===== src/rtl/camera_pkg.sv =====
// Shared types and constants for the camera exposure controller.
package camera_pkg;

  typedef enum logic [1:0] {Idle, Exposure, Readout} statetype;

  // Readout sequence: 6 phases, ADC strobe on phases 1 and 4.
  localparam int unsigned RD_LEN  = 6;
  localparam int unsigned ADC1_PH = 1;
  localparam int unsigned ADC2_PH = 4;

  typedef logic [2:0] phase_t;

  localparam phase_t RD_LAST  = phase_t'(RD_LEN - 1);
  localparam phase_t ADC1_P   = phase_t'(ADC1_PH);
  localparam phase_t ADC2_P   = phase_t'(ADC2_PH);
  localparam phase_t NRE1_BEG = phase_t'(ADC1_PH - 1);
  localparam phase_t NRE2_BEG = phase_t'(ADC2_PH - 1);

  // Default exposure-time settings.
  localparam int unsigned EXP_W_DEF     = 5;
  localparam int unsigned EXP_MIN_DEF   = 2;
  localparam int unsigned EXP_MAX_DEF   = 30;
  localparam int unsigned EXP_RESET_DEF = 10;

  // Row read enables are low for the ADC phase and the phase before it.
  function automatic logic nre1_low(input phase_t k);
    return (k == NRE1_BEG) || (k == ADC1_P);
  endfunction

  function automatic logic nre2_low(input phase_t k);
    return (k == NRE2_BEG) || (k == ADC2_P);
  endfunction

  function automatic logic adc_on(input phase_t k);
    return (k == ADC1_P) || (k == ADC2_P);
  endfunction

endpackage


===== src/rtl/exposure_ctrl_if.sv =====
// Control buttons in, pixel-array/ADC strobes and status out.
interface exposure_ctrl_if #(
  parameter int unsigned EXP_W = 5
);
  logic             Init;
  logic             Exp_increase;
  logic             Exp_decrease;
  logic             Erase;
  logic             Expose;
  logic             NRE_1;
  logic             NRE_2;
  logic             ADC;
  logic             Busy;
  logic [EXP_W-1:0] Exp_time;

  modport master (
    output Init, Exp_increase, Exp_decrease,
    input  Erase, Expose, NRE_1, NRE_2, ADC, Busy, Exp_time
  );

  modport slave (
    input  Init, Exp_increase, Exp_decrease,
    output Erase, Expose, NRE_1, NRE_2, ADC, Busy, Exp_time
  );
endinterface


===== src/rtl/exposure_timer.sv =====
// Loadable down-counter; Done while the count sits at zero.
module exposure_timer #(
  parameter int unsigned EXP_W = 5
) (
  input  logic             Clk,
  input  logic             Reset,
  input  logic             Load,
  input  logic [EXP_W-1:0] Load_val,
  output logic             Done
);
  logic [EXP_W-1:0] count;

  // Load beats counting; the count holds at zero until the next load.
  always_ff @(posedge Clk) begin
    if (Reset)
      count <= '0;
    else if (Load)
      count <= Load_val;
    else if (count != '0)
      count <= count - 1'b1;
  end

  assign Done = (count == '0);
endmodule


===== src/rtl/exposure_ctrl.sv =====
// Idle/Exposure/Readout sequencer for the pixel array and ADC.
module exposure_ctrl
  import camera_pkg::*;
#(
  parameter int unsigned EXP_W     = EXP_W_DEF,
  parameter int unsigned EXP_MIN   = EXP_MIN_DEF,
  parameter int unsigned EXP_MAX   = EXP_MAX_DEF,
  parameter int unsigned EXP_RESET = EXP_RESET_DEF
) (
  input  logic           Clk,
  input  logic           Reset,
  exposure_ctrl_if.slave bus
);
  localparam logic [EXP_W-1:0] MIN_V   = EXP_MIN[EXP_W-1:0];
  localparam logic [EXP_W-1:0] MAX_V   = EXP_MAX[EXP_W-1:0];
  localparam logic [EXP_W-1:0] RESET_V = EXP_RESET[EXP_W-1:0];

  statetype         state, nxt_state;
  phase_t           phase, nxt_phase;
  logic [EXP_W-1:0] exp_time, nxt_exp_time;
  logic             timer_load;
  logic             timer_done;

  // Timer counts exp_time-1 down to 0, giving exp_time Exposure cycles.
  exposure_timer #(.EXP_W(EXP_W)) u_timer (
    .Clk      (Clk),
    .Reset    (Reset),
    .Load     (timer_load),
    .Load_val (exp_time - 1'b1),
    .Done     (timer_done)
  );

  // Next state, readout phase, exposure-time adjust and timer load.
  always_comb begin
    nxt_state    = state;
    nxt_phase    = phase;
    nxt_exp_time = exp_time;
    timer_load   = 1'b0;
    case (state)
      Idle: begin
        if (bus.Init) begin
          timer_load = 1'b1;
          nxt_state  = Exposure;
        end else if (bus.Exp_increase && !bus.Exp_decrease) begin
          if (exp_time < MAX_V) nxt_exp_time = exp_time + 1'b1;
        end else if (bus.Exp_decrease && !bus.Exp_increase) begin
          if (exp_time > MIN_V) nxt_exp_time = exp_time - 1'b1;
        end
      end
      Exposure: begin
        if (timer_done) begin
          nxt_state = Readout;
          nxt_phase = '0;
        end
      end
      Readout: begin
        if (phase == RD_LAST) begin
          nxt_state = Idle;
          nxt_phase = '0;
        end else begin
          nxt_phase = phase + 1'b1;
        end
      end
      default: nxt_state = Idle;
    endcase
  end

  // State registers; outputs are registered from the next state so they
  // line up with the state they describe.
  always_ff @(posedge Clk) begin
    if (Reset) begin
      state      <= Idle;
      phase      <= '0;
      exp_time   <= RESET_V;
      bus.Erase  <= 1'b1;
      bus.Expose <= 1'b0;
      bus.NRE_1  <= 1'b1;
      bus.NRE_2  <= 1'b1;
      bus.ADC    <= 1'b0;
      bus.Busy   <= 1'b0;
    end else begin
      state      <= nxt_state;
      phase      <= nxt_phase;
      exp_time   <= nxt_exp_time;
      bus.Erase  <= (nxt_state == Idle);
      bus.Expose <= (nxt_state == Exposure);
      bus.NRE_1  <= !((nxt_state == Readout) && nre1_low(nxt_phase));
      bus.NRE_2  <= !((nxt_state == Readout) && nre2_low(nxt_phase));
      bus.ADC    <= (nxt_state == Readout) && adc_on(nxt_phase);
      bus.Busy   <= (nxt_state != Idle);
    end
  end

  assign bus.Exp_time = exp_time;
endmodule


===== src/flat_wrapper.sv =====
// flat-port wrapper written by rule: the top's interface ports become plain ports
module exposure_ctrl_flat import camera_pkg::*;
#(
  parameter int unsigned EXP_W     = EXP_W_DEF,
  parameter int unsigned EXP_MIN   = EXP_MIN_DEF,
  parameter int unsigned EXP_MAX   = EXP_MAX_DEF,
  parameter int unsigned EXP_RESET = EXP_RESET_DEF
)
  (Clk, Reset, bus_Init, bus_Exp_increase, bus_Exp_decrease, bus_Erase, bus_Expose, bus_NRE_1, bus_NRE_2, bus_ADC, bus_Busy, bus_Exp_time);
  exposure_ctrl_if #(.EXP_W(EXP_W)) bus_i ();
  input  logic Clk;
  input  logic Reset;
  input wire logic [$bits(bus_i.Init)-1:0] bus_Init;
  input wire logic [$bits(bus_i.Exp_increase)-1:0] bus_Exp_increase;
  input wire logic [$bits(bus_i.Exp_decrease)-1:0] bus_Exp_decrease;
  output wire logic [$bits(bus_i.Erase)-1:0] bus_Erase;
  output wire logic [$bits(bus_i.Expose)-1:0] bus_Expose;
  output wire logic [$bits(bus_i.NRE_1)-1:0] bus_NRE_1;
  output wire logic [$bits(bus_i.NRE_2)-1:0] bus_NRE_2;
  output wire logic [$bits(bus_i.ADC)-1:0] bus_ADC;
  output wire logic [$bits(bus_i.Busy)-1:0] bus_Busy;
  output wire logic [$bits(bus_i.Exp_time)-1:0] bus_Exp_time;
  assign bus_i.Init = bus_Init;
  assign bus_i.Exp_increase = bus_Exp_increase;
  assign bus_i.Exp_decrease = bus_Exp_decrease;
  assign bus_Erase = bus_i.Erase;
  assign bus_Expose = bus_i.Expose;
  assign bus_NRE_1 = bus_i.NRE_1;
  assign bus_NRE_2 = bus_i.NRE_2;
  assign bus_ADC = bus_i.ADC;
  assign bus_Busy = bus_i.Busy;
  assign bus_Exp_time = bus_i.Exp_time;
  exposure_ctrl #(.EXP_W(EXP_W), .EXP_MIN(EXP_MIN), .EXP_MAX(EXP_MAX), .EXP_RESET(EXP_RESET)) u_core (.Clk(Clk), .Reset(Reset), .bus(bus_i));
endmodule

===== config.mk =====
export PLATFORM = sky130hd
export DESIGN_NAME = exposure_ctrl_flat
export DESIGN_NICKNAME = d
export VERILOG_FILES = /design/src/rtl/camera_pkg.sv /design/src/rtl/exposure_ctrl_if.sv /design/src/rtl/exposure_timer.sv /design/src/rtl/exposure_ctrl.sv /design/src/flat_wrapper.sv
export SDC_FILE = /design/constraint.sdc
export NUM_CORES = 1
export LEC_CHECK = 0
export BUFFER_PORTS_ARGS = -buffer_cell sky130_fd_sc_hd__buf_2
export CAP_MARGIN = 40
export CORE_AREA = 2 2 53 55
export DETAILED_ROUTE_END_ITERATION = 10
export DIE_AREA = 0 0 55 57
export HOLD_SLACK_MARGIN = 0.08
export PLACE_DENSITY = 0.74
export SLEW_MARGIN = 20
export SYNTH_ARGS = -nofsm -noshare
export SYNTH_HDL_FRONTEND = slang
export SYNTH_SLANG_ARGS = --single-unit

===== constraint.sdc =====
create_clock -name Clk -period 2.35 [get_ports Clk]
set_clock_uncertainty 0.2 [all_clocks]
set_input_delay 0.47 -clock Clk [delete_from_list [all_inputs] [get_ports Clk]]
set_output_delay 0.47 -clock Clk [all_outputs]
set_load 0.05 [all_outputs]

Word level (Yosys, flattened, before mapping)
Index checks and enable logic that the tools add are counted.
{"block": "word_totals", "reg_bits": 21, "inputBits": 5, "word_cells": 63}
{"block": "op_classes", "add_sub_neg": 4, "order_cmp": 2, "n_eq_ne": 9, "muxes": 15, "bitwise_logic": 1, "reduce_logical": 22}
{"cell": "$mux 5", "n": 6}
{"cell": "$sub 5x1->5 const B", "n": 2}
{"cell": "$reduce_bool 2->1", "n": 4}
{"cell": "$eq 3x3->1 const B", "n": 2}
{"cell": "$mux 2", "n": 3}
{"cell": "$mux 3", "n": 2}
{"cell": "$pmux 2 s3", "n": 1}
{"cell": "$pmux 3 s2", "n": 1}
{"cell": "$add 5x1->5 const B", "n": 1}
{"cell": "$gt 5x2->1 const B", "n": 1}
{"cell": "$logic_and 1x1->1", "n": 5}
{"cell": "$logic_not 5->1", "n": 1}
{"cell": "$lt 5x5->1 const B", "n": 1}
{"cell": "$reduce_and 5->1", "n": 1}
{"cell": "$reduce_bool 5->1", "n": 1}
{"cell": "$eq 2x1->1 const B", "n": 2}
{"cell": "$eq 2x2->1 const B", "n": 2}
{"cell": "$logic_not 1->1", "n": 4}
{"cell": "$logic_not 2->1", "n": 2}
{"cell": "$add 3x1->3 const B", "n": 1}
{"cell": "$eq 3x1->1 const B", "n": 1}
{"cell": "$eq 3x2->1 const B", "n": 1}
{"cell": "$logic_not 3->1", "n": 1}
{"cell": "$logic_or 1x1->1", "n": 3}
{"cell": "3 further kinds", "n": 4}

Depth between registers and ports, before layout
Gate-level depths: netlist of run 1.
{"block": "depth", "word_depth": 7, "ltp_mapped": 7, "depth_no_buf": 6}

Cells and area by module
Synthesis of run 1 repeated with hierarchy kept, for this count alone.
{"block": "hier_totals", "cells_unflattened": 161, "area_unflattened_um2": 1353.8}
{"mod": "exposure_ctrl", "instances": 1, "cells_each": 129, "area_per_inst_um2": 1066.0}
{"mod": "exposure_timer", "instances": 1, "cells_each": 32, "area_per_inst_um2": 287.8}

Least setup slack after synthesis of run 1
OpenSTA, ideal clock, no wires.
{"block": "synth_timing", "kind": "input port to flip-flop", "startpoint": "input port bus_Exp_decrease", "endpoint": "register u_core.exp_time[4] (netlist: u_core.bus.Exp_time[4])", "setup_ns": 0.071, "arrival_ns": 1.949, "required_ns": 2.079, "setup_slack_ns": 0.131, "stages": 7, "n_path_buf": 1, "path_cell_list": "inv_1 ha_1 buf_2 and4_1 a221o_1 or3_1 a21oi_1"}
{"block": "synth_between", "elab_chain_len": 4}
{"item": "start, declared", "line": "flat_wrapper.sv:15", "source": "input wire logic [$bits(bus_i.Exp_decrease)-1:0] bus_Exp_decrease;"}
{"item": "$logic_not 1->1", "line": "exposure_ctrl.sv:44", "source": "end else if (bus.Exp_increase && !bus.Exp_decrease) begin"}
{"item": "$logic_and 1x1->1", "line": "exposure_ctrl.sv:44"}
{"item": "$ne 2x2->1 (no line) / $reduce_bool 2->1 (equally long branches)"}
{"item": "$reduce_and 5->1 (no line)"}
{"item": "end signal, assigned", "line": "exposure_ctrl.sv:84", "source": "exp_time <= nxt_exp_time;"}
{"item": "end, declared", "line": "exposure_ctrl.sv:20", "source": "logic [EXP_W-1:0] exp_time, nxt_exp_time;"}
Several ways; a longest one is shown, not always the timed one.
A chain may end at the register's enable or synchronous reset.

Worst setup path after layout of run 1
{"block": "layout_timing", "startpoint": "register u_core.u_timer.count[0]", "endpoint": "register u_core.bus.Busy"}
{"block": "layout_between", "elab_chain_len": 4}
{"item": "start, declared", "line": "exposure_timer.sv:11", "source": "logic [EXP_W-1:0] count;"}
{"item": "start signal, assigned", "line": "exposure_timer.sv:18", "source": "count <= Load_val;"}
{"item": "start signal, assigned", "line": "exposure_timer.sv:20", "source": "count <= count - 1'b1;"}
{"item": "$logic_not 5->1", "line": "exposure_timer.sv:23", "source": "assign Done = (count == '0);"}
{"item": "$mux 2", "line": "exposure_ctrl.sv:51", "source": "if (timer_done) begin"}
{"item": "$pmux 2 s3", "line": "exposure_ctrl.sv:39", "source": "case (state)"}
{"item": "$reduce_bool 2->1", "line": "exposure_ctrl.sv:90", "source": "bus.Busy <= (nxt_state != Idle);"}
{"item": "end signal, assigned", "line": "exposure_ctrl.sv:90"}
{"item": "end, declared", "line": "exposure_ctrl_if.sv:23", "source": "output Erase, Expose, NRE_1, NRE_2, ADC, Busy, Exp_time"}
No other way between the ends.

==> reports/metrics.yaml, run 1 <==
logic_synthesis:
  synth-main-ff-cell: "dfxtp_1"
  mappedNetlistNets: 177
  synth.cell_area_mm2: 0.001353
  async_flop_share_pct: 0
  synth.yosys.seq_area_share_pct: 31.08
  post_synth.cell_area_avg_um2: 8.298
  ff_latch_count_synth: 21
  yosysUniqueCellTypes: 50
  netlist_instances: 163
  yosys_warnings: 0
  synth_enable_flop_cells: 0
job:
  cap_violations: 0
grt:
  initial_antenna_violation_count: 0
  grt_remaining_overflow: 0
  overall_fraction_of_global_route_tracks_in_use_pct: 20.49
  grt_start_max_net_pins: 17
  grt_pass1_vias: 1145
  grt_first_pass_wirelength_um: 4878
place:
  post_placement_cell_area_mm2: 0.001461
  gp_routability_congestion: 0.7751
  dp.final_hpwl_um: 2150
  pre_cts_ws_ns: 0.01047
  port-buffer-count: 15
worst_setup_path:
  timing.critical_path.from_type: "flop"
  cp_max_fo: 7
  critPathKind: "flop to flop"
  cp.arrival_ns: 2.17
  cp.required_ns: 2.35
  end_kind: "flop"
clock_tree:
  cts_buffers: 3
  htreeDepth: 1
  clock-root-buffer: "clkbuf_4"
  clk_transition_reported_paths_ns: 0.12
  cts_tree: "built"
  ctsLongestPathBuffers: 2
  worstSkewPairLatency_ns: 0.30
  cts_sinks: 21
timing:
  rsz_0062_raised_after_global_routing: "no"
  slew_violations: 0
  achievable-frequency_mhz: 461.8
  finish_stage_setup_viols: 0
  final_critical_path_setup_slack_ns: 0.1845
  post-route-min-period_ns: 2.166
  post-route-period-util_pct: 92.15
  slew_headroom_pct: 65.73
  timing_worst_slew_pin_value_ns: 0.5127
  total_count_of_hold_check_failures_in_the_final_report: 0
  setup-tns-final_ns: 0
die:
  initial_core_util_pct: 51.72
  core-area_mm2: 0.002615
  fp.dieH_um: 57
  die_width_um: 55
  design.portCount: 16
  placement_rows: 19
  die_area_mm2: 0.003135
pwr:
  share_clk_of_total_power_pct: 13.8
  share_of_total_power_consumed_by_net_switching_pct: 43.19
  power.density_cell_area_mw_per_mm2: 858.9
  seqPwrFrac_pct: 37.1
  power.internal_uw: 727.7
  pwr-share-comb_pct: 49.1
  p_sw_uw: 553.3
  cellLeakagePower_nw: 0.6234
  max-vdd-ir-drop_mv: 0.5674
final_layout:
  final_layout_size_suffix_gt1_share_pct: 17.61
  num_antenna_cells: 0
  fin_nets: 191
  post_synthesis_to_final_layout_area_growth_pct: 10.27
  nFillCells: 260
  design_area_mm2: 0.001491
run_status:
  status: "finished, final reports clean"
detailed_routing:
  detailedRoute.firstIterationViolations: 24
  drc: 0
  vias_per_cell: 5.908
  wl_per_cell_um: 14.15
  router_iterations_before_antenna_repair: 4
  dr_total_vias: 1223
  antenna_violating_nets_post_route: 0
  drt_wl_total_um: 2930
worst_hold_path:
  hold_wc_path_type: "input port to flop"
[repair_timing]
item	CTS	global route
setup buffers	0	0
endpoints found under the setup margin	0	1
gates resized for setup	0	1
hold buffers	0	0
[per-stage QoR]
step                      power, mW  cells  util, %  hold slack (ns)
after global routing          1.365    207    57.03           0.3406
after detailed placement      1.093    203    55.89           0.3151
after floorplan              0.9526    163        -           0.2854
after global placement        1.069    203    55.89           0.3036
after CTS                     1.271    207    56.89           0.3298
final                         1.281    207    57.03           0.3240
[routing by layer]
metal  vias up  part of all wire [%]  track usage, %
met2        19                    48           34.18
met4         0                   1.4           6.272
met5         -                     0               0
met1       578                    47           26.31
li1        622                     -               -
met3         4                   2.7           3.665
[worst max-delay path, cell delays in order (launching register included)]
cell and delay [ns]:
dfxtp_1 0.35, inv_1 0.09, ha_1 0.18, or4b_4 0.56
a221oi_4 0.35, nor3_2 0.10, or2_1 0.23
[cells in the mapped netlist, drive strengths merged (3+ instances only)]
master,number,share of area (%)
o211ai,3,1.7
ha,9,8.3
a21oi,12,4.4
or3,3,1.4
nor2,14,3.9
nor2b,3,1.4
a31oi,3,1.4
inv,10,2.8
nor3,5,2.2
a311oi,3,1.9
nand2,11,3.1
xor2,5,3.2
clkbuf,10,2.8
or2,3,1.4
o21ai,6,2.2
dfxtp,21,31
[sequential cells by signal, indices dropped and copies added (netlist names)]
| signal | cells |
|---|---|
| u_core.bus.Busy | 1 |
| u_core.bus.NRE_2 | 1 |
| u_core.bus.Expose | 1 |
| u_core.bus.Erase | 1 |
| u_core.state | 2 |
| u_core.bus.NRE_1 | 1 |
| u_core.u_timer.count | 5 |
| u_core.bus.Exp_time | 5 |
| u_core.phase | 3 |
| u_core.bus.ADC | 1 |
[logic make-up (layout without fill, tap and decap cells)]
family / after synthesis / after routing / share of synthesized area, %
compound gates: 49 / 49 / 26.64
xor+xnor: 7 / 7 / 4.533
fa+ha+maj: 9 / 9 / 8.326
buf+inv: 22 / 35 / 6.476
flops: 21 / 21 / 31.08
mux: 1 / 1 / 0.7401
simple gates: 54 / 54 / 22.20
[layout make-up]
| class | count | area (µm²) | area share (%) |
|---|---|---|---|
| clock buffers | 4 | 26.28 | 1.762 |
| well taps | 31 | 38.79 | 2.601 |
| inverters | 10 | 37.54 | 2.517 |
| repair buffers | 21 | 120.1 | 8.054 |
| flip-flops and latches | 21 | 420.4 | 28.19 |
| multi-input cells | 120 | 848.3 | 56.88 |
[layout by cell type (no fill, tap or decap), types with 3 or more instances in the layout]
cell,count
a311oi_1,3
buf_2,15
dfxtp_1,21
nor2b_1,3
nor2_1,14
a31oi_1,3
ha_1,9
inv_1,10
xor2_1,5
clkbuf_4,3
nor3_1,4
buf_4,6
o211ai_1,3
a21oi_1,12
or3_1,3
o21ai_0,6
nand2_1,11
[power groups by stage]
stage / Sequential, mW / Clock [mW] / Combinational (mW)
floorplan: 0.546 / 0 / 0.407
global placement: 0.478 / 0 / 0.591
detailed placement: 0.481 / 0 / 0.612
CTS: 0.473 / 0.181 / 0.616
global route: 0.487 / 0.191 / 0.688
finish: 0.475 / 0.177 / 0.629
[final timing paths]
check | from | slack (ns) | cells past startpoint | endpoint
worst max-delay path | u_core.u_timer.count[0] | 0.18 | 6 | u_core.bus.Busy
worst min-delay path | Reset | 0.32 | 2 | u_core.u_timer.count[0]
worst max register to register | u_core.u_timer.count[0] | 0.18 | 6 | u_core.bus.Busy
worst min register to register | u_core.u_timer.count[4] | 0.34 | 2 | u_core.u_timer.count[4]
No activity file was read; power rests on OpenSTA's default activity.
==> inputs of run 2 (changes only) <==
--- a/config.mk
+++ b/config.mk
@@ -7,11 +7,13 @@
 export LEC_CHECK = 0
 export BUFFER_PORTS_ARGS = -buffer_cell sky130_fd_sc_hd__buf_2
 export CAP_MARGIN = 40
-export CORE_AREA = 2 2 53 55
+export CELL_PAD_IN_SITES_DETAIL_PLACEMENT = 1
+export CELL_PAD_IN_SITES_GLOBAL_PLACEMENT = 1
+export CORE_AREA = 2 2 60 62
 export DETAILED_ROUTE_END_ITERATION = 10
-export DIE_AREA = 0 0 55 57
+export DIE_AREA = 0 0 62 64
 export HOLD_SLACK_MARGIN = 0.08
-export PLACE_DENSITY = 0.74
+export PLACE_DENSITY_LB_ADDON = 0.1
 export SLEW_MARGIN = 20
 export SYNTH_ARGS = -nofsm -noshare
 export SYNTH_HDL_FRONTEND = slang
==> run 2 against run 1 <==
  * Cell area rose by 2.9%
  * Utilization is 10 points lower
  * Total power rose by 3.4%
==> reports/metrics.yaml, run 2 (synthesis results as in run 1) <==
run_status:
  status: "finished, final reports clean"  # unchanged
pwr:
  cellLeakagePower_nw: 0.6412  # was 0.6234 nW
  max-vdd-ir-drop_mv: 0.3145  # was 0.5674 mV
  power.density_cell_area_mw_per_mm2: 863.7  # was 858.9 mW/mm²
die:
  placement_rows: 21  # was 19
  fp.dieH_um: 64  # was 57 µm
  initial_core_util_pct: 41.18  # was 51.72%
  design.portCount: 16  # unchanged
  die_area_mm2: 0.003968  # was 0.003135 mm²
  die_width_um: 62  # was 55 µm
  core-area_mm2: 0.003284  # was 0.002615 mm²
final_layout:
  nFillCells: 418  # was 260
  layout.cells.most_common_list: "dfxtp_1, buf_2, nor2_1"  # unchanged
  fin_cells: 225  # was 207
  fin_nets: 194  # was 191
  layout.cells.most_common: "dfxtp_1"  # unchanged
  num_antenna_cells: 0  # unchanged
  final_layout_size_suffix_gt1_share_pct: 19.55  # was 17.61%
  post_synthesis_to_final_layout_area_growth_pct: 13.41  # was 10.27%
grt:
  overall_fraction_of_global_route_tracks_in_use_pct: 19.09  # was 20.49%
  initial_antenna_violation_count: 0  # unchanged
  grt_remaining_overflow: 0  # unchanged
  grt_first_pass_wirelength_um: 5796  # was 4878 µm
  grt_start_max_net_pins: 17  # unchanged
  grt_pass1_vias: 1272  # was 1145
detailed_routing:
  vias_per_cell: 5.573  # was 5.908
  wl_per_cell_um: 15.11  # was 14.15 µm
  detailedRoute.firstIterationViolations: 26  # was 24
  antenna_violating_nets_post_route: 0  # unchanged
  dr_total_vias: 1254  # was 1223
  drc: 0  # unchanged
  router_iterations_before_antenna_repair: 4  # unchanged
  drt_wl_total_um: 3399  # was 2930 µm
timing:
  rsz_0062_raised_after_global_routing: "no"  # unchanged
  setup-tns-final_ns: 0  # unchanged
  post-route-period-util_pct: 91.04  # was 92.15%
  post-route-min-period_ns: 2.139  # was 2.166 ns
  timing_worst_slew_pin_value_ns: 0.5273  # was 0.5127 ns
  achievable-frequency_mhz: 467.4  # was 461.8 MHz
  finish_stage_setup_viols: 0  # unchanged
  slew_headroom_pct: 64.47  # was 65.73%
  slew_violations: 0  # unchanged
  total_count_of_hold_check_failures_in_the_final_report: 0  # unchanged
clock_tree:
  cts_tree: "built"  # unchanged
  cts_hold_buffers: 0  # unchanged
  cts.repair_timing.setup_buffer_count: 0  # unchanged
  clock-root-buffer: "clkbuf_4"  # unchanged
  worstSkewPairLatency_ns: 0.32  # was 0.30 ns
  clk_transition_reported_paths_ns: 0.13  # was 0.12 ns
  cts_buffers: 3  # unchanged
  ctsLongestPathBuffers: 2  # unchanged
  htreeDepth: 1  # unchanged
  cts_sinks: 21  # unchanged
place:
  port-buffer-count: 15  # unchanged
  place.detailed.instances: 221  # was 203
  gp_routability_congestion: 0.7953  # was 0.7751
  dp.final_hpwl_um: 2539  # was 2150 µm
worst_setup_path:
  worst_path_buffer_plus_inverter_count: 1  # unchanged
  end_kind: "flop"  # unchanged
  cp.required_ns: 2.37  # was 2.35 ns
  setup.worst_path.start: "u_core.u_timer.count[0]"  # unchanged
  cell_chain_critical_path: "inv_1 -> ha_1 -> or4b_4 -> a221oi_4 -> nor3_2 -> or2_1"  # unchanged
  cp_slowest_stage_delay_ns: 0.53  # was 0.56 ns
  cp.arrival_ns: 2.16  # was 2.17 ns
  reg2reg_depth: 6  # unchanged
  critPathTopFamily: "simple AND/OR/NAND/NOR gates"  # unchanged
  worstReg2RegStart: "u_core.u_timer.count[0]"  # unchanged
  critPathKind: "flop to flop"  # unchanged
  cp_max_fo: 4  # was 7
  cp_slowest_cell: "or4b_4"  # unchanged
  critical_path_cell_count: 6  # unchanged
  timing.critical_path.from_type: "flop"  # unchanged
worst_hold_path:
  min-delay-start: "Reset"  # unchanged
  worstHoldPathCells: 2  # unchanged
  hold_wc_path_type: "input port to flop"  # unchanged
job:
  cap_violations: 0  # unchanged
==> run 2: cell count changes in the layout (fill, tap and decap cells not counted) <==
cell      before  now
clkinv_2       0    1
buf_4          6    9
clkbuf_1       1    0
==> run 2: through the flow <==
stage	hold WS (ns)	util [%]	setup slack, ns	power (mW)	area [µm²]
after floorplan	0.2854	-	0.1307	0.9526	1353
after global placement	0.3086	45.75	0.05524	1.114	1503
after detailed placement	0.3156	45.75	0.008426	1.135	1503
after CTS	0.3138	46.59	0.1113	1.326	1530
after global routing	0.3274	46.70	0.06332	1.439	1534
final	0.3212	46.70	0.2105	1.325	1534
==> run 2: final cells by class <==
cell class              count  area [µm²]  share of cell area (%)
clock buffers               3       22.52                   1.468
clock inverters             1       5.005                  0.3263
inverters                  10       37.54                   2.447
multi-input cells         120       848.3                   55.30
flip-flops and latches     21       420.4                   27.41
well taps                  46       57.56                   3.752
repair buffers             24       142.6                   9.299
==> run 2: timing repair <==
item | in CTS | in global routing
hold endpoints to repair | 0 | 0
gates resized for setup | 0 | 1
setup endpoints to repair | 0 | 1
==> run 2: routing by layer <==
layer / GRT usage, % / vias up / part of all wire, %
met5: 0 / - / 0
met4: 7.181 / 0 / 2.2
met3: 2.632 / 7 / 3.7
met2: 31.25 / 24 / 47
met1: 24.63 / 599 / 47
li1: - / 624 / -
==> run 2: path summary, 6_finish.rpt <==
path	endpoint	slack (ns)
max	u_core.bus.Busy	0.21
min	u_core.phase[2]	0.32
max reg2reg	u_core.bus.Busy	0.21
min reg2reg	u_core.u_timer.count[4]	0.34
==> run 2: power by group <==
group / internal, mW / total (mW) / switching (mW)
logic: 0.275 / 0.664 / 0.389
clock network: 0.0638 / 0.186 / 0.122
registers: 0.415 / 0.475 / 0.0602
total: 0.754 / 1.32 / 0.571
